## src/rtl/pit_capture_if.sv

```systemverilog
// Bus bundle for pit_capture: control inputs, capture result and status outputs.
// The DUT takes the slave modport; the driver or host side takes master.
interface pit_capture_if #(
   parameter int unsigned COUNT_SIZE = 16
);
   logic                  capture_en;
   logic                  prescale_out;
   logic                  pulse_in;
   logic                  edge_sel;
   logic                  cap_flg_clr;
   logic                  ovf_flg_clr;
   logic [COUNT_SIZE-1:0] cap_value;
   logic                  cap_flag_o;
   logic                  ovr_flag_o;
   logic                  ovf_flag_o;
   logic                  irq_o;

   modport master (
      output capture_en, prescale_out, pulse_in, edge_sel, cap_flg_clr, ovf_flg_clr,
      input  cap_value, cap_flag_o, ovr_flag_o, ovf_flag_o, irq_o
   );

   modport slave (
      input  capture_en, prescale_out, pulse_in, edge_sel, cap_flg_clr, ovf_flg_clr,
      output cap_value, cap_flag_o, ovr_flag_o, ovf_flag_o, irq_o
   );
endinterface

```

## src/rtl/pit_capture.sv

```systemverilog
// Pulse-interval capture timer: measures prescale ticks between successive
// selected edges of an asynchronous pulse train, with saturation and overrun flags.
module pit_capture #(
   parameter int unsigned COUNT_SIZE = 16
) (
   input logic         bus_clk,
   input logic         sync_reset,
   pit_capture_if.slave bus
);
   typedef enum logic [1:0] {StIdle, StArmed, StMeasure} state_e;

   localparam logic [COUNT_SIZE-1:0] CntMax = '1;
   localparam logic [COUNT_SIZE-1:0] CntOne = COUNT_SIZE'(1);

   state_e                state_q, state_d;
   logic [COUNT_SIZE-1:0] counter_q, counter_d;
   logic [COUNT_SIZE-1:0] cap_value_q, cap_value_d;
   logic                  cap_flag_q, cap_flag_d;
   logic                  ovr_flag_q, ovr_flag_d;
   logic                  ovf_flag_q, ovf_flag_d;
   logic                  irq_q;
   logic                  s1_q, s2_q, s3_q;
   logic                  edge_hit;
   logic                  capture;
   logic                  sat_inc;
   logic [COUNT_SIZE-1:0] ps_term;

   // s1/s2 form the synchroniser; s3 is the previous s2 for edge detection.
   always_ff @(posedge bus_clk) begin
      if (sync_reset) begin
         s1_q <= 1'b0;
         s2_q <= 1'b0;
         s3_q <= 1'b0;
      end else begin
         s1_q <= bus.pulse_in;
         s2_q <= s1_q;
         s3_q <= s2_q;
      end
   end

   assign edge_hit = bus.edge_sel ? (s3_q & ~s2_q) : (s2_q & ~s3_q);
   assign ps_term  = bus.prescale_out ? CntOne : '0;

   always_comb begin
      state_d     = state_q;
      counter_d   = counter_q;
      cap_value_d = cap_value_q;
      capture     = 1'b0;
      sat_inc     = 1'b0;
      if (!bus.capture_en) begin
         state_d   = StIdle;
         counter_d = '0;
      end else begin
         unique case (state_q)
            StIdle:  state_d = StArmed;
            StArmed: if (edge_hit) state_d = StMeasure;
            StMeasure: begin
               sat_inc = bus.prescale_out && (counter_q == CntMax);
               if (edge_hit) begin
                  capture     = 1'b1;
                  counter_d   = '0;
                  // All-ones counter captures as all-ones instead of wrapping.
                  cap_value_d = sat_inc ? CntMax : counter_q + ps_term;
               end else if (bus.prescale_out && !sat_inc) begin
                  counter_d = counter_q + CntOne;
               end
            end
            default: state_d = StIdle;
         endcase
      end
   end

   // A set in the same cycle as a clear wins, so no capture or overflow is lost.
   assign cap_flag_d = capture | (cap_flag_q & ~bus.cap_flg_clr);
   assign ovr_flag_d = ~bus.cap_flg_clr & (ovr_flag_q | (capture & cap_flag_q));
   assign ovf_flag_d = sat_inc | (ovf_flag_q & ~bus.ovf_flg_clr);

   always_ff @(posedge bus_clk) begin
      if (sync_reset) begin
         state_q     <= StIdle;
         counter_q   <= '0;
         cap_value_q <= '0;
         cap_flag_q  <= 1'b0;
         ovr_flag_q  <= 1'b0;
         ovf_flag_q  <= 1'b0;
         irq_q       <= 1'b0;
      end else begin
         state_q     <= state_d;
         counter_q   <= counter_d;
         cap_value_q <= cap_value_d;
         cap_flag_q  <= cap_flag_d;
         ovr_flag_q  <= ovr_flag_d;
         ovf_flag_q  <= ovf_flag_d;
         irq_q       <= capture;
      end
   end

   assign bus.cap_value  = cap_value_q;
   assign bus.cap_flag_o = cap_flag_q;
   assign bus.ovr_flag_o = ovr_flag_q;
   assign bus.ovf_flag_o = ovf_flag_q;
   assign bus.irq_o      = irq_q;
endmodule

```

## src/flat_wrapper.sv

```systemverilog
// flat-port wrapper written by rule: the top's interface ports become plain ports
module pit_capture_flat 
#(
   parameter int unsigned COUNT_SIZE = 16
)
  (bus_clk, sync_reset, bus_capture_en, bus_prescale_out, bus_pulse_in, bus_edge_sel, bus_cap_flg_clr, bus_ovf_flg_clr, bus_cap_value, bus_cap_flag_o, bus_ovr_flag_o, bus_ovf_flag_o, bus_irq_o);
  pit_capture_if #(.COUNT_SIZE(COUNT_SIZE)) bus_i ();
  input logic bus_clk;
  input logic sync_reset;
  input wire logic [$bits(bus_i.capture_en)-1:0] bus_capture_en;
  input wire logic [$bits(bus_i.prescale_out)-1:0] bus_prescale_out;
  input wire logic [$bits(bus_i.pulse_in)-1:0] bus_pulse_in;
  input wire logic [$bits(bus_i.edge_sel)-1:0] bus_edge_sel;
  input wire logic [$bits(bus_i.cap_flg_clr)-1:0] bus_cap_flg_clr;
  input wire logic [$bits(bus_i.ovf_flg_clr)-1:0] bus_ovf_flg_clr;
  output wire logic [$bits(bus_i.cap_value)-1:0] bus_cap_value;
  output wire logic [$bits(bus_i.cap_flag_o)-1:0] bus_cap_flag_o;
  output wire logic [$bits(bus_i.ovr_flag_o)-1:0] bus_ovr_flag_o;
  output wire logic [$bits(bus_i.ovf_flag_o)-1:0] bus_ovf_flag_o;
  output wire logic [$bits(bus_i.irq_o)-1:0] bus_irq_o;
  assign bus_i.capture_en = bus_capture_en;
  assign bus_i.prescale_out = bus_prescale_out;
  assign bus_i.pulse_in = bus_pulse_in;
  assign bus_i.edge_sel = bus_edge_sel;
  assign bus_i.cap_flg_clr = bus_cap_flg_clr;
  assign bus_i.ovf_flg_clr = bus_ovf_flg_clr;
  assign bus_cap_value = bus_i.cap_value;
  assign bus_cap_flag_o = bus_i.cap_flag_o;
  assign bus_ovr_flag_o = bus_i.ovr_flag_o;
  assign bus_ovf_flag_o = bus_i.ovf_flag_o;
  assign bus_irq_o = bus_i.irq_o;
  pit_capture #(.COUNT_SIZE(COUNT_SIZE)) u_core (.bus_clk(bus_clk), .sync_reset(sync_reset), .bus(bus_i));
endmodule
```

## config.mk

```make
export PLATFORM = sky130hd
export DESIGN_NAME = pit_capture_flat
export DESIGN_NICKNAME = d
export VERILOG_FILES = /design/src/rtl/pit_capture_if.sv /design/src/rtl/pit_capture.sv /design/src/flat_wrapper.sv
export SDC_FILE = /design/constraint.sdc
export NUM_CORES = 1
export LEC_CHECK = 0
export CAP_MARGIN = 20
export CORE_UTILIZATION = 35
export DETAILED_ROUTE_END_ITERATION = 16
export PLACE_DENSITY = 0.67
export SLEW_MARGIN = 20
export SYNTH_ARGS = -nofsm -noshare
export SYNTH_HDL_FRONTEND = slang
export SYNTH_SLANG_ARGS = --single-unit
```

## constraint.sdc

```tcl
create_clock -name bus_clk -period 2 [get_ports bus_clk]
set_clock_uncertainty 0.2 [all_clocks]
set_input_delay 0.2 -clock bus_clk [delete_from_list [all_inputs] [get_ports bus_clk]]
set_output_delay 0.2 -clock bus_clk [all_outputs]
set_load 0.1 [all_outputs]
```

Yosys cells after proc, flatten, opt, wreduce, memory -nomap -nowiden
Cells that the tools add are included.

word-level totals
  bits in registers = 41
  logic and storage cells = 52
  input port bits = 8
  output and inout port bits = 20

cells by class
  reductions and logical operators = 9
  equal/unequal tests = 4
  add/subtract/negate cells = 2
  bitwise gates (word level) = 15
  muxes and demuxes = 12

operator list
  kind                   number
  $mux 16                3
  $add 16x1->16 const B  1
  $add 16x16->16         1
  $eq 16x16->1 const B   1
  $mux 1                 7
  $and 1x1->1            6
  $not 1->1              6
  $pmux 2 s3             1
  $reduce_and 2->1       2
  $or 1x1->1             3
  $reduce_and 3->1       1
  $eq 2x1->1 const B     1
  $eq 2x2->1 const B     1
  $logic_and 1x1->1      2
  $logic_not 2->1        1
  $mux 2                 1
  $ne 2x1->1 const B     1
  $reduce_bool 2->1      1
  $reduce_or 2->1        1
  $logic_not 1->1        1

Depth between registers and ports, before layout
Gate-level depths: netlist of run 1.

  depth after elaboration = 9
  gate-level depth with buffers = 7

Worst setup path after synthesis of run 1
OpenSTA, ideal clock, no wires.

  path kind = flip-flop to flip-flop
  start = reg u_core.counter_q[0]
  end = reg u_core.counter_q[9]
  arrival time = 1.656 ns
  setup slack = 0.076 ns
  setup time = 0.068 ns
  clock period less this slack = 1.924 ns
  required time = 1.732 ns
  stages on the path, launching flop included = 8
  path through = dfxtp_1 ha_1 nand3_1 or4_1 buf_6 nand2_1 or4_2 a21oi_2

on the way
  word-level cells in the longest chain between the ends = 6
  elaborated cells between the ends (all ways) = 9
  classes of those cells = add/sub: 1; eq/ne: 1; mux: 2; reduce/logical: 5

RTL lines
  item                                                                   line               RTL
  start, declared                                                        pit_capture.sv:16  logic [COUNT_SIZE-1:0] counter_q, counter_d;
  start signal, assigned                                                 pit_capture.sv:89  counter_q <= counter_d;
  parallel branches: the longest is 6 deep, another holds $add 16x1->16  -

Several ways; the timed one is not identified. The select of a mux whose other input is x is not followed.
A chain may end at the register's enable or synchronous reset.

Worst setup path after layout of run 1
  start = in bus_prescale_out
  end = reg u_core.counter_q[9]

on the way
  word-level cells in the longest chain between the ends = 5

RTL lines
  item                                    line                RTL
  start, declared                         flat_wrapper.sv:11  input wire logic [$bits(bus_i.prescale_out)-1:0] bus_prescale_out;
  $logic_and 1x1->1                       pit_capture.sv:58   sat_inc = bus.prescale_out && (counter_q == CntMax);
  $logic_not 1->1                         pit_capture.sv:64   end else if (bus.prescale_out && !sat_inc) begin
  $logic_and 1x1->1 (*)                   pit_capture.sv:64
  $reduce_bool 2->1 (no source line) (*)  -
  $reduce_and 2->1 (no source line) (*)   -

Every way passes the cells marked *; elsewhere a longest branch is shown, timed or not.

==> results of run 1 <==
repair_timing:
item / CTS / global route
buffers inserted: 0 / 3
resized for setup: 1 / 9
endpoints found under the setup margin: 1 / 17
pin swaps: 0 / 2
gates cloned: 0 / 0
cell families after synthesis:
group / Yosys count / synth area share [%]
and+or+nand+nor: 115 / 32.6
AOI/OAI and AO/OA: 45 / 15.0
DFF: 41 / 39.0
buffers and inverters: 20 / 4.63
xor gates and xnor gates: 17 / 7.07
adders and majority gates: 3 / 1.78
stage by stage:
step | utilization, % | setup slack [ns] | hold slack, ns
floorplan | - | 0.0762 | 0.0768
global placement | 48.2 | -0.238 | 0.218
detailed placement | 48.2 | -0.287 | 0.229
CTS | 50.7 | 0.0252 | 0.251
global route | 51.7 | -0.00359 | 0.271
finish | 51.7 | 0.0765 | 0.244
layer usage:
layer	up-vias	GRT usage, %	part of all wire (%)
li1	998	-	-
met1	926	23.6	47
met2	45	29.2	48
met3	9	3.77	4.3
met4	0	6.18	1.5
met5	-	0	0
worst max-delay path, cell delays in order:
cell             delay (ns)
clkdlybuf4s50_1        0.49
buf_4                  0.17
nand3_1                0.10
nor3_2                 0.24
nand2_1                0.08
or4_2                  0.55
a21oi_2                0.12
synth_stat cells (2+ instances only):
| cell | instances | area [um^2] |
|---|---|---|
| clkbuf_1 | 4 | 15.0 |
| ha_1 | 3 | 37.5 |
| dfxtp_1 | 41 | 821 |
| xnor2_1 | 12 | 105 |
| a211oi_1 | 2 | 15.0 |
| nand4_2 | 3 | 37.5 |
| a31oi_1 | 4 | 25.0 |
| a22oi_1 | 15 | 113 |
| or3_1 | 2 | 12.5 |
| nor2_1 | 18 | 67.6 |
| nand3_1 | 15 | 75.1 |
| inv_1 | 5 | 18.8 |
| or4_1 | 5 | 37.5 |
| nand2b_1 | 19 | 119 |
| a21oi_2 | 3 | 26.3 |
| nor3_2 | 2 | 20.0 |
| nand4_1 | 3 | 18.8 |
| nor2b_1 | 5 | 31.3 |
| a21oi_1 | 10 | 50.1 |
| buf_2 | 8 | 40.0 |
| xor2_1 | 5 | 43.8 |
| o211ai_1 | 5 | 37.5 |
| nand2_1 | 21 | 78.8 |
| nor3_1 | 4 | 20.0 |
| nand3b_1 | 2 | 15.0 |
| nor4_1 | 3 | 18.8 |
sequential cells by signal, indices dropped and copies added, names as in the netlist:
name / count
u_core.bus.irq_o: 1
u_core.s2_q: 1
u_core.counter_q: 16
u_core.s3_q: 1
u_core.bus.ovr_flag_o: 1
u_core.state_q: 2
u_core.bus.cap_flag_o: 1
u_core.s1_q: 1
u_core.bus.cap_value: 16
u_core.bus.ovf_flag_o: 1
power by group through the flow:
stage | Sequential, mW | Clock (mW) | Combinational (mW)
2_1_floorplan | 0.842 | 0 | 0.0281
3_3_place_gp | 0.841 | 0 | 0.0696
3_5_place_dp | 0.841 | 0 | 0.0703
4_1_cts | 0.822 | 0.823 | 0.0707
5_1_grt | 0.821 | 0.857 | 0.0759
6_report | 0.820 | 0.812 | 0.0704
placed cells by master (no fill, tap or decap), drive strengths merged, types with 3 or more instances in the layout:
master	synthesis	layout
a21oi	14	14
a22oi	15	15
a31oi	4	4
buf	10	72
clkbuf	5	5
clkdlybuf4s50	0	7
dfxtp	41	41
ha	3	3
inv	5	6
nand2	22	22
nand2b	19	19
nand3	15	15
nand4	6	6
nor2	18	18
nor2b	5	5
nor3	7	7
nor4	4	4
o211ai	5	5
or3	3	3
or4	6	6
xnor2	12	12
xor2	5	5
worst paths after layout:
path / start / to / cells past startpoint
max: bus_prescale_out / u_core.counter_q[9]$_SDFFE_PP0P_ / 7
min: u_core.s1_q$_SDFF_PP0_ / u_core.s2_q$_SDFF_PP0_ / 1
max reg2reg: u_core.counter_q[6]$_SDFFE_PP0P_ / u_core.counter_q[9]$_SDFFE_PP0P_ / 5
min reg2reg: u_core.s1_q$_SDFF_PP0_ / u_core.s2_q$_SDFF_PP0_ / 1
layout make-up:
type                            instances  share of cell area (%)
Tap cell                               72                    3.09
Sequential cell                        41                    28.4
Multi-Input combinational cell        180                    41.8
Clock buffer                            5                    2.36
Clock inverter                          3                    2.36
Inverter                                5                   0.644
Timing Repair Buffer                   79                    21.4
==> reports/results.tsv, run 1 <==
metric	value	unit
fillers	522	
outcome	completed	
Die X	79.6	um
hold_buf cts	0	
Mapped Cells	241	
Ports	28	
NetSw	0.346	mW
placer congestion estimate	0.900	
Worst EP required	2.03	ns
worst-margin pin slew	0.322	ns
Gate power share	4.1	%
Clock transition at path regs	0.08	ns
routed vias/inst	5.14	
first-iteration detailed-routing DRC count	92	
max cap viols	0	
switching share of total power	20.3	%
HPWL Detailed	4.03	mm
GRT Total Usage	18.0	%
clock sink total	41	
Die ar.	6330	um^2
Netlist cell types	48	
Synth async-reset ratio	0	%
footprint of the multi-input gates	1220	um^2
drt total wl	5.40	mm
share of cells above drive strength 1	33.2	%
number of antenna-violating nets in the routed design	0	
worst-skew pair later-pin latency	0.30	ns
Worst slew margin	78.4	%
Reg power frac	48.2	%
ys flop type	dfxtp_1	
DR vias	1978	
syn_nets	252	
Placed Cells	374	
GRT overflow	0	
sequential area share after synthesis	39.0	%
fin crit share	96.2	%
non-filler cells, final	385	
Worst EP arrival	1.96	ns
nets	323	
setup_tns	0	ns
initial antenna violation count	0	
Site Rows	27	
Post-Synthesis Cell Area	2110	um^2
clk root buf	clkbuf_8	
largest fanout on the critical path	6	
Hold/Removal Path Class	reg -> reg	
Core ar.	5640	um^2
Pwr Total	1.70	mW
final max-slew violation count	0	
synthesis-to-finish area growth	38.4	%
pwr dens	584	nW/um^2
Leak	1.18	nW
final hold vios	0	
reg-to-reg slack, setup	0.08	ns
kind of critical path	in -> reg	
final setup fails	0	
Clk pwr share	47.7	%
fmax	0.520	GHz
synth warn	0	
IR drop worst, VDD	0.000362	V
DRC Markers	0	
PortBufs	27	
H-tree depth	2	
drt pass-1 iters	4	
vias in the first global route	1871	
largest net degree at the start of global routing	23	
Int Power	1.36	mW
CTS tree	built	
CP Launch Type	input port	
Mean Syn Cell Area	8.74	um^2
Inserted Diodes	0	
clock buffer depth	2	
Die Y	79.6	um
Cell Area, Placed	2720	um^2
FF+latch count, synth	41	
Avg WL per Cell	14.0	um
Crit. End Element	register	
Initial Util	37.3	%
Tmin final	1.92	ns
first-pass GRT wire length	8.80	mm
cts bufs inserted	5	
fin area	2920	um^2
Post-synth EDFFs	0	
Sequential Area	828	um^2
Power figures use the tool's default switching activity.
==> inputs of run 2 (changes only) <==
--- a/config.mk
+++ b/config.mk
@@ -9,6 +9,7 @@
 export CORE_UTILIZATION = 35
 export DETAILED_ROUTE_END_ITERATION = 16
 export PLACE_DENSITY = 0.67
+export SETUP_SLACK_MARGIN = 0.1
 export SLEW_MARGIN = 20
 export SYNTH_ARGS = -nofsm -noshare
 export SYNTH_HDL_FRONTEND = slang
==> reports/results.tsv, run 2 (same netlist as run 1, synthesis figures left out) <==
metric	value	unit	change
outcome	completed		unchanged
GRT met1 Usage	23.5	%	was 23.6%
Placed Cells	373		was 374
commonest non-fill, non-tap cells in the layout	buf_4 (70), dfxtp_1 (26), nand2b_1 (18), nand2_1 (18), nor2_1 (16)		was buf_4 (71), dfxtp_1 (37), nand2_1 (21), nand2b_1 (19), nor2_1 (18)
synthesis-to-finish area growth	45.3	%	was 38.4%
RSZ-0062 raised after global routing	yes		
Worst EP arrival	1.92	ns	was 1.96 ns
worst hold slack	0.247	ns	was 0.244 ns
PortBufs	27		unchanged
nets	324		was 323
Hold/Removal Path Class	reg -> reg		unchanged
fmax	0.529	GHz	was 0.520 GHz
routing usage on met3	3.66	%	was 3.77%
Core ar.	5640	um^2	unchanged
DR vias	2019		was 1978
Clock transition at path regs	0.09	ns	was 0.08 ns
kind of critical path	reg -> reg		was in -> reg
Worst Setup Slack, final	0.109	ns	was 0.0765 ns
Avg WL per Cell	14.5	um	was 14.0 um
clock sink total	41		unchanged
pre-CTS setup slack	-0.236	ns	was -0.287 ns
Pwr Total	1.69	mW	was 1.70 mW
final setup fails	0		unchanged
largest fanout on the critical path	4		was 6
CP max-delay cell	or4_4		was or4_2
fin crit share	94.6	%	was 96.2%
CTS tree	built		unchanged
max cap viols	0		unchanged
Worst EP required	2.03	ns	about the same
non-filler cells, final	386		was 385
IR drop worst, VDD	0.000339	V	was 0.000362 V
commonest non-fill, non-tap cell in the layout	buf_4		unchanged
GRT overflow	0		unchanged
worst-margin pin slew	0.366	ns	was 0.322 ns
first-iteration detailed-routing DRC count	94		was 92
Int Power	1.35	mW	was 1.36 mW
first-pass GRT wire length	8.82	mm	was 8.80 mm
clock buffer depth	2		unchanged
Clk pwr share	47.0	%	was 47.7%
Ports	28		unchanged
fillers	510		was 522
Site Rows	27		unchanged
pwr dens	553	nW/um^2	was 584 nW/um^2
GRT Max-Usage Layer	met2		unchanged
Worst slew margin	75.4	%	was 78.4%
Reg power frac	48.4	%	was 48.2%
CP max stage delay	0.42	ns	was 0.55 ns
drt total wl	5.60	mm	was 5.40 mm
number of antenna-violating nets in the routed design	0		unchanged
switching share of total power	20.0	%	was 20.3%
Gate power share	4.6	%	was 4.1%
Die Y	79.6	um	unchanged
clk root buf	clkbuf_8		unchanged
CP Launch Type	register		was input port
worst-skew pair later-pin latency	0.30	ns	about the same
Crit. End Element	register		unchanged
H-tree depth	2		unchanged
share of cells above drive strength 1	42.7	%	was 33.2%
initial antenna violation count	0		unchanged
met2 GRT Util	28.6	%	was 29.2%
setup_tns	0	ns	unchanged
Die ar.	6330	um^2	unchanged
cts bufs inserted	5		unchanged
NetSw	0.338	mW	was 0.346 mW
Inserted Diodes	0		unchanged
vias in the first global route	1851		was 1871
routed vias/inst	5.23		was 5.14
drt pass-1 iters	4		unchanged
Leak	1.25	nW	was 1.18 nW
ordered cell list for the critical path	nand4_1 -> nor3_2 -> nand2_1 -> or4_4 -> a21oi_2		was clkdlybuf4s50_1 -> buf_4 -> nand3_1 -> nor3_2 -> nand2_1 -> or4_2 -> a21oi_2
fin area	3060	um^2	was 2920 um^2
placer congestion estimate	0.900		about the same
HPWL Detailed	4.02	mm	was 4.03 mm
post-layout util	54.2	%	was 51.7%
final hold vios	0		unchanged
Buf/Inv on CP	0		was 2
final max-slew violation count	0		unchanged
Cell Area, Placed	2720	um^2	about the same
Die X	79.6	um	unchanged
Crit path max-delay family	simple AND/OR/NAND/NOR gates		unchanged
Initial Util	37.3	%	unchanged
Tmin final	1.89	ns	was 1.92 ns
GRT Total Usage	18.0	%	about the same
largest net degree at the start of global routing	23		unchanged
DRC Markers	0		unchanged
[run 2: cell count changes in the layout (fill, tap and decap cells not counted), moves of 3 or more]
cell,before,now
dfxtp_2,3,13
nand2_1,21,18
or4_1,5,2
nand2_2,0,3
or4_4,0,4
dfxtp_1,37,26
[run 2: path summary, 6_finish.rpt]
kind	startpoint	end	slack [ns]	cells after the start
worst max register to register	u_core.counter_q[5]$_SDFFE_PP0P_	u_core.counter_q[9]$_SDFFE_PP0P_	0.11	5
worst max-delay path	u_core.counter_q[5]$_SDFFE_PP0P_	u_core.counter_q[9]$_SDFFE_PP0P_	0.11	5
worst min-delay path	u_core.s1_q$_SDFF_PP0_	u_core.s2_q$_SDFF_PP0_	0.25	1
worst min register to register	u_core.s1_q$_SDFF_PP0_	u_core.s2_q$_SDFF_PP0_	0.25	1
[run 2: cell type report]
| class | count | area [um^2] | area share (%) |
|---|---|---|---|
| Inverter | 5 | 18.8 | 0.613 |
| Clock inverter | 3 | 65.1 | 2.13 |
| Sequential cell | 41 | 845 | 27.6 |
| Multi-Input combinational cell | 180 | 1340 | 43.6 |
| Clock buffer | 5 | 68.8 | 2.25 |
| Timing Repair Buffer | 80 | 638 | 20.9 |
| Tap cell | 72 | 90.1 | 2.94 |
[run 2: repair_timing]
item | 4_1_cts | 5_1_grt
pin swaps | 2 | 9
endpoints found under the hold margin | 0 | 0
setup buffers | 1 | 4
gates resized for setup | 6 | 43
hold buffers | 0 | 0
setup endpoints to repair | 12 | 32
[run 2: per-layer routing]
layer  vias to the layer above  wire (um)
met2                        36       2740
met5                         -          0
met3                         8        167
li1                       1002          -
met1                       973       2620
met4                         0         68
[run 2: power groups by stage]
stage	Clock [mW]	Combinational (mW)	Sequential [mW]
after floorplan	0	0.0281	0.842
after global routing	0.837	0.0827	0.820
after detailed placement	0	0.0695	0.841
after CTS	0.809	0.0697	0.822
final	0.796	0.0773	0.819
after global placement	0	0.0696	0.841
